`config.mk`:
```
export PLATFORM = sky130hd
export DESIGN_NAME = gain_multiplier_seq
export DESIGN_NICKNAME = d
export VERILOG_FILES = /design/src/rtl/gain_multiplier_seq.sv
export SDC_FILE = /design/constraint.sdc
export NUM_CORES = 1
export LEC_CHECK = 0
export CAP_MARGIN = 20
export CELL_PAD_IN_SITES_DETAIL_PLACEMENT = 2
export CELL_PAD_IN_SITES_GLOBAL_PLACEMENT = 2
export CORE_UTILIZATION = 36
export DETAILED_ROUTE_END_ITERATION = 7
export PLACE_DENSITY = 0.86
export RECOVER_POWER = 25
export SYNTH_ARGS = -nofsm -noshare
export SYNTH_HDL_FRONTEND = slang
export SYNTH_SLANG_ARGS = --single-unit
export TNS_END_PERCENT = 5
```
`constraint.sdc`:
```
create_clock -name clk -period 4.6 [get_ports clk]
set_input_delay 0.92 -clock clk [delete_from_list [all_inputs] [get_ports clk]]
set_output_delay 0.92 -clock clk [all_outputs]
set_load 0.05 [all_outputs]
```
`src/rtl/gain_multiplier_seq.sv`:
```
// Iterative shift-add signed gain multiplier with rounding, saturation and bypass.
// Latency GAIN_W+1 clocks accept-to-out_valid; in_ready only in IDLE, result held until out_ready.
module gain_multiplier_seq #(
  parameter int DATA_W    = 16,
  parameter int GAIN_W    = 16,
  parameter int FRAC_BITS = 8
) (
  input  logic              clk,
  input  logic              rst,
  input  logic              in_valid,
  output logic              in_ready,
  input  logic [DATA_W-1:0] data_in,
  input  logic [GAIN_W-1:0] gain,
  input  logic              bypass,
  output logic              out_valid,
  input  logic              out_ready,
  output logic [DATA_W-1:0] data_out,
  output logic              out_sat
);

  localparam int ACC_W = DATA_W + GAIN_W;
  localparam int CNT_W = $clog2(GAIN_W + 1);
  localparam logic [CNT_W-1:0] LAST_BIT = CNT_W'(GAIN_W - 1);

  // Half an output LSB; collapses to zero when the gain is an integer (FRAC_BITS=0).
  localparam logic signed [ACC_W:0] RND_HALF = $signed(((ACC_W+1)'(1) << FRAC_BITS) >> 1);
  localparam logic signed [ACC_W:0] SAT_MAX  = {{(GAIN_W+2){1'b0}}, {(DATA_W-1){1'b1}}};
  localparam logic signed [ACC_W:0] SAT_MIN  = {{(GAIN_W+2){1'b1}}, {(DATA_W-1){1'b0}}};

  typedef enum logic [1:0] {
    S_IDLE,
    S_CALC,
    S_ROUND,
    S_DONE
  } state_t;

  state_t                    state_q, state_d;
  logic signed [ACC_W-1:0]   acc_q, acc_d;
  logic signed [ACC_W-1:0]   mcand_q, mcand_d;
  logic        [GAIN_W-1:0]  gain_q, gain_d;
  logic        [DATA_W-1:0]  data_q, data_d;
  logic                      byp_q, byp_d;
  logic        [CNT_W-1:0]   cnt_q, cnt_d;
  logic        [DATA_W-1:0]  dout_q, dout_d;
  logic                      sat_q, sat_d;
  logic                      oval_q, oval_d;

  logic signed [ACC_W:0]     rnd_sum;
  logic signed [ACC_W:0]     rnd_shr;
  logic        [DATA_W-1:0]  rnd_res;
  logic                      rnd_sat;

  always_ff @(posedge clk) begin
    if (rst) begin
      state_q <= S_IDLE;
      acc_q   <= '0;
      mcand_q <= '0;
      gain_q  <= '0;
      data_q  <= '0;
      byp_q   <= 1'b0;
      cnt_q   <= '0;
      dout_q  <= '0;
      sat_q   <= 1'b0;
      oval_q  <= 1'b0;
    end else begin
      state_q <= state_d;
      acc_q   <= acc_d;
      mcand_q <= mcand_d;
      gain_q  <= gain_d;
      data_q  <= data_d;
      byp_q   <= byp_d;
      cnt_q   <= cnt_d;
      dout_q  <= dout_d;
      sat_q   <= sat_d;
      oval_q  <= oval_d;
    end
  end

  // Round half toward +inf, then clip to the sample range.
  always_comb begin
    rnd_sum = $signed({acc_q[ACC_W-1], acc_q}) + RND_HALF;
    rnd_shr = rnd_sum >>> FRAC_BITS;
    rnd_res = rnd_shr[DATA_W-1:0];
    rnd_sat = 1'b0;
    if (rnd_shr > SAT_MAX) begin
      rnd_res = SAT_MAX[DATA_W-1:0];
      rnd_sat = 1'b1;
    end else if (rnd_shr < SAT_MIN) begin
      rnd_res = SAT_MIN[DATA_W-1:0];
      rnd_sat = 1'b1;
    end
  end

  always_comb begin
    state_d = state_q;
    acc_d   = acc_q;
    mcand_d = mcand_q;
    gain_d  = gain_q;
    data_d  = data_q;
    byp_d   = byp_q;
    cnt_d   = cnt_q;
    dout_d  = dout_q;
    sat_d   = sat_q;
    oval_d  = oval_q;

    case (state_q)
      S_IDLE: begin
        if (in_valid) begin
          mcand_d = {{GAIN_W{data_in[DATA_W-1]}}, data_in};
          gain_d  = gain;
          data_d  = data_in;
          byp_d   = bypass;
          acc_d   = '0;
          cnt_d   = '0;
          state_d = S_CALC;
        end
      end
      S_CALC: begin
        // Gain MSB has negative weight, so the final partial product is subtracted.
        if (gain_q[0]) begin
          if (cnt_q == LAST_BIT) begin
            acc_d = acc_q - mcand_q;
          end else begin
            acc_d = acc_q + mcand_q;
          end
        end
        mcand_d = mcand_q <<< 1;
        gain_d  = gain_q >> 1;
        cnt_d   = cnt_q + 1'b1;
        if (cnt_q == LAST_BIT) begin
          state_d = S_ROUND;
        end
      end
      S_ROUND: begin
        if (byp_q) begin
          dout_d = data_q;
          sat_d  = 1'b0;
        end else begin
          dout_d = rnd_res;
          sat_d  = rnd_sat;
        end
        oval_d  = 1'b1;
        state_d = S_DONE;
      end
      S_DONE: begin
        if (out_ready) begin
          oval_d  = 1'b0;
          state_d = S_IDLE;
        end
      end
      default: state_d = S_IDLE;
    endcase
  end

  assign in_ready  = (state_q == S_IDLE);
  assign out_valid = oval_q;
  assign data_out  = dout_q;
  assign out_sat   = sat_q;

endmodule

```
; After elaboration in Yosys (flattened, before gate mapping)
; Cells that the tools add are included.
[classes]
addsub = 4
order_cmp = 2
eq_ne = 8
mux = 22
n_reduce_logical = 8
[op_table]
columns = cell, count
row1 = 2-to-1 mux 32 bit, 4
row2 = case mux 32 bit (2 select lines), 2
row3 = 2-to-1 mux 16 bit, 4
row4 = adder 32 x 9 -> 33 bit (second input constant), 1
row5 = adder 32 bit, 1
row6 = case mux 16 bit (2 select lines), 1
row7 = subtractor 32 bit, 1
row8 = > comparator 25 x 16 -> 1 bit (second input constant), 1
row9 = < comparator 25 x 16 -> 1 bit (second input constant), 1
row10 = case mux 5 bit (2 select lines), 1
row11 = inequality test 2 bit (second input constant), 4
row12 = case mux 2 bit (4 select lines), 1
row13 = 2-to-1 mux 2 bit, 3
row14 = AND reduction 2 bit, 3
row15 = AND reduction 3 bit, 2
row16 = adder 5 x 1 -> 5 bit (second input constant), 1
row17 = == test 5 x 4 -> 1 bit (second input constant), 1
row18 = 2-to-1 mux 5 bit, 1
row19 = == test 2 bit (second input constant), 2
row20 = 2-to-1 mux 1 bit, 4
row21 = nonzero test 2 bit, 2
row22 = == test 2 x 1 -> 1 bit (second input constant), 1
row23 = logical NOT 2 bit, 1
row24 = case mux 1 bit (2 select lines), 1
[word_totals]
regBits = 122
in_bits = 37
out_inout_bits = 19
elab_cells = 54

; Longest topological paths before layout
[depth]
depth_word = 5
depth_mapped = 19
mapped_depth_nobuf = 18

; Worst setup path before layout
; OpenSTA, ideal clock, no wires.
[synth_timing]
kind = reg2reg
startpoint = reg mcand_q[8]
endpoint = reg acc_q[28]
setup_time_ps = 117
arrival_ps = 3741
t_required_ps = 4483
slack_ps = 742
path_stages_with_launch = 19
n_path_buf = 2
period_less_slack_ps = 3858
path_cell_list = dfxtp_1 clkbuf_1 or4_1 nor3_1 nand2_1 nor3_2 nand2b_1 nor4_2 a21oi_1 xnor2_1 ha_1 clkbuf_1 nand3_1 nor2_1 and3_1 a21o_1 o31a_1 or3_1 a32o_1
[synth_between]
elab_chain_len = 4
elab_cells_between_ends = 5
cone_classes = add/sub (2) / mux (3)
[synth_rtl]
columns = item, line
row1 = from (decl), 39  ; logic signed [ACC_W-1:0] mcand_q, mcand_d;
row2 = from (signal assigned), 68  ; mcand_q <= mcand_d;
row3 = adder 32 bit / subtractor 32 bit (equally long branches), "124, 122"
row4 = 2-to-1 mux 32 bit *, 121  ; if (cnt_q == LAST_BIT) begin
row5 = 2-to-1 mux 32 bit *, 120  ; if (gain_q[0]) begin
row6 = case mux 32 bit (2 select lines) *, 106  ; case (state_q)
row7 = to (signal assigned), 56  ; acc_q <= '0;
row8 = to (signal assigned), 67  ; acc_q <= acc_d;
row9 = to (decl), 38  ; logic signed [ACC_W-1:0] acc_q, acc_d;
; Every way passes the cells marked *; elsewhere a longest branch is shown, timed or not. The select of a mux whose other input is x is not followed.
; A chain may end at the register's enable or synchronous reset.

; Worst setup path in the final report
; Same ends and word-level chain as after synthesis.

==> flow_summary.yaml <==
status:
  status: "complete, but fails checks"
  violations: "max-capacitance violations, max-slew violations"
yosys:
  synth-seq-cells: 122
  synthCells: 962
  synth_top_area_cell: "dfxtp_1"
  yosys-top-cells-area: "dfxtp_1, ha_1, nor2_1"
  synth_flop_cell: "dfxtp_1"
  synth_edf_count: 0
  yosys_warnings: 0
  netlist_area_mm2: 0.00766
  avgSynthCellArea_um2: 7.96
  async_flop_share_pct: 0
  postSynthNetCount: 1039
  yosysUniqueCellTypes: 68
  ys_seq_area_share_pct: 31.9
  synth_top_area_share_pct: 31.9
power_and_ir_drop:
  ir_drop_v: 0.000326
  cellInternalPower_mw: 3.46
  comb_power_share_pct: 50.2
  power.density_mw_per_mm2: 711
  switchingPower_mw: 3.04
  clkPwrFrac_pct: 23.3
  seq_power_share_pct: 26.5
  swShare_pct: 46.7
  p_leak_nw: 3.42
clocking:
  cts_tree: "done"
  clock_sinks: 122
  htreeDepth: 4
  cts_buffers: 17
  clk_pin_slew_ps: 60
  clkLatencyLatePin_ps: 440
  cts_root_buf: "clkbuf_16"
  clk_path_buf_depth: 2
routing:
  drt-initial-drc-count: 434
  drtPass1Iterations: 5
  routed_wl_um: 30600
  vias_per_cell: 5.97
  wire_per_inst_um: 23.9
  drc: 0
  route.vias.total: 7655
  postRouteAntennaNets: 0
sta:
  drv_slew: 64
  clock.fmax_ghz: 0.235
  finClkSkew_ps: 16.7
  post-route-period-util_pct: 92.6
  worst_pin_slew_ps: 3060
  rsz0062_at_grt: "no"
  tns_ps: 0
  period_minus_slack_ps: 4260
  maxSlewHeadroom_pct: -104
  finalSetupViolCount: 0
  hold_viol_final: 0
floorplanning:
  die_w_um: 148
  die_y_um: 148
  die-area_mm2: 0.0219
  start_util_pct: 37.2
  io_pins: 56
  core_area_mm2: 0.0206
  num_rows: 52
global_routing:
  antenna_found_initial: 0
  overflow: 0
  grt_pass1_vias: 8647
  gr-usage-all-layers_pct: 28.8
  grt_pass1_wl_um: 48500
  grt_max_degree: 73
placed_design:
  dpl.hpwl_um: 19900
  placed_cells_incl_taps: 1250
  gp_congestion: 0.816
  port_buffers: 55
run:
  cap_viol_max_count: 1
critical_path:
  end_kind: "flop"
  arrival_ps: 4560
  worstSetupPathType: "reg -> reg"
  required_ps: 4910
  start_kind: "flop"
  cp_max_fo: 7
cells_and_area:
  drive_gt1_share_pct: 7.31
  area_delta_synth_final_pct: 19.3
  final_common_cell: "dfxtp_1"
  num_antenna_cells: 0
  fin_cells: 1283
  layout_common_cells: "dfxtp_1, nor2_1, nand2_1"
  nets: 1077
worst_hold_path:
  hold_class: "reg -> reg"
==> cell families (layout without fill, tap and decap cells) <==
logic type      after synthesis  in the layout  synth area share, %
flops                       122            122                 31.9
compound gates              287            287                 24.9
simple gates                335            335                 20.9
buf+inv                      85            136                 4.36
mux                          36             36                 4.79
fa+ha+maj                    40             40                 6.63
xor+xnor                     57             57                 6.52
==> state kept, by name, indices dropped and copies added, names as in the netlist <==
name       flops
acc_q         32
byp_q          1
cnt_q          5
data_out      16
data_q        16
gain_q        16
mcand_q       32
out_sat        1
out_valid      1
state_q        2
==> power by group through the flow <==
| stage | Combinational, mW | Clock (mW) | Sequential, mW |
|---|---|---|---|
| 2_1_floorplan | 2.29 | 0 | 1.61 |
| 3_3_place_gp | 2.93 | 0 | 1.68 |
| 3_5_place_dp | 3.08 | 0 | 1.70 |
| 4_1_cts | 3.23 | 1.54 | 1.70 |
| 5_1_grt | 3.54 | 1.58 | 1.75 |
| 6_report | 3.26 | 1.51 | 1.72 |
==> critical path, cell delays in order (launching register included) <==
cell	delay [ps]
dfxtp_1	380
or4_1	600
nor3_2	260
nand2_1	150
nor3_2	150
nand2b_1	140
nor4_2	280
nor2_1	110
xnor2_1	160
ha_1	210
a21oi_1	280
o21a_1	180
o21ai_0	140
a21o_1	240
o31a_1	250
or3_1	320
a32o_1	290
==> stage by stage <==
stage                     total power, mW  worst slack [ps]  instance area [um^2]  utilization, %  hold slack, ps
final                                6.49               342                  9140            44.4             457
after global routing                 6.88              74.6                  9140            44.4             489
after CTS                            6.46               101                  9120            44.3             459
after detailed placement             4.78               274                  8480            41.2             453
after global placement               4.61               460                  8470            41.2             444
after floorplan                      3.90               742                  7660               -             433
==> Yosys cell counts (4+ instances only) <==
master	number
a22oi_1	12
nor2_1	115
nand3_1	28
a21o_1	12
o21ai_0	50
clkbuf_1	48
o211ai_1	6
a32oi_1	8
inv_1	30
nand2_1	87
o21ai_1	14
or3_1	12
nand2b_1	6
xor2_1	13
nor4_1	4
dfxtp_1	122
nor3_1	29
and2_1	4
nand4_1	8
a31oi_1	8
xnor2_1	44
a211oi_1	56
o21bai_1	4
a21oi_1	62
a211o_1	4
mux2i_1	34
ha_1	39
and4_1	6
nor2b_1	5
o21a_1	24
and3_1	14
==> what timing repair did <==
action | in CTS | in global routing
setup buffers | 0 | 0
setup endpoints to repair | 0 | 9
hold buffers | 0 | 0
resized for setup | 0 | 3
==> area by class of cell <==
| class | instances | area, um^2 |
|---|---|---|
| Fill cell | 2290 | 11400 |
| Multi-Input combinational cell | 755 | 4920 |
| Inverter | 30 | 113 |
| Tap cell | 270 | 338 |
| Clock buffer | 17 | 425 |
| Clock inverter | 15 | 214 |
| Timing Repair Buffer | 74 | 684 |
| Sequential cell | 122 | 2440 |
==> path summary, 6_finish.rpt <==
| path | start | endpoint | slack [ps] | cells past startpoint |
|---|---|---|---|---|
| min | data_out[11] | data_out[11] | 460 | 2 |
| min reg2reg | data_out[11] | data_out[11] | 460 | 2 |
| max reg2reg | mcand_q[8] | acc_q[28] | 340 | 16 |
| max | mcand_q[8] | acc_q[28] | 340 | 16 |
==> per-layer routing <==
metal / vias up / part of all wire, % / track usage [%]
li1: 3575 / - / -
met1: 3842 / 43 / 33.4
met2: 169 / 51 / 51.6
met3: 69 / 3.1 / 5.28
met4: 0 / 3.4 / 12.8
met5: - / 0 / 0
Note: power is estimated with default switching activity, not from simulation.
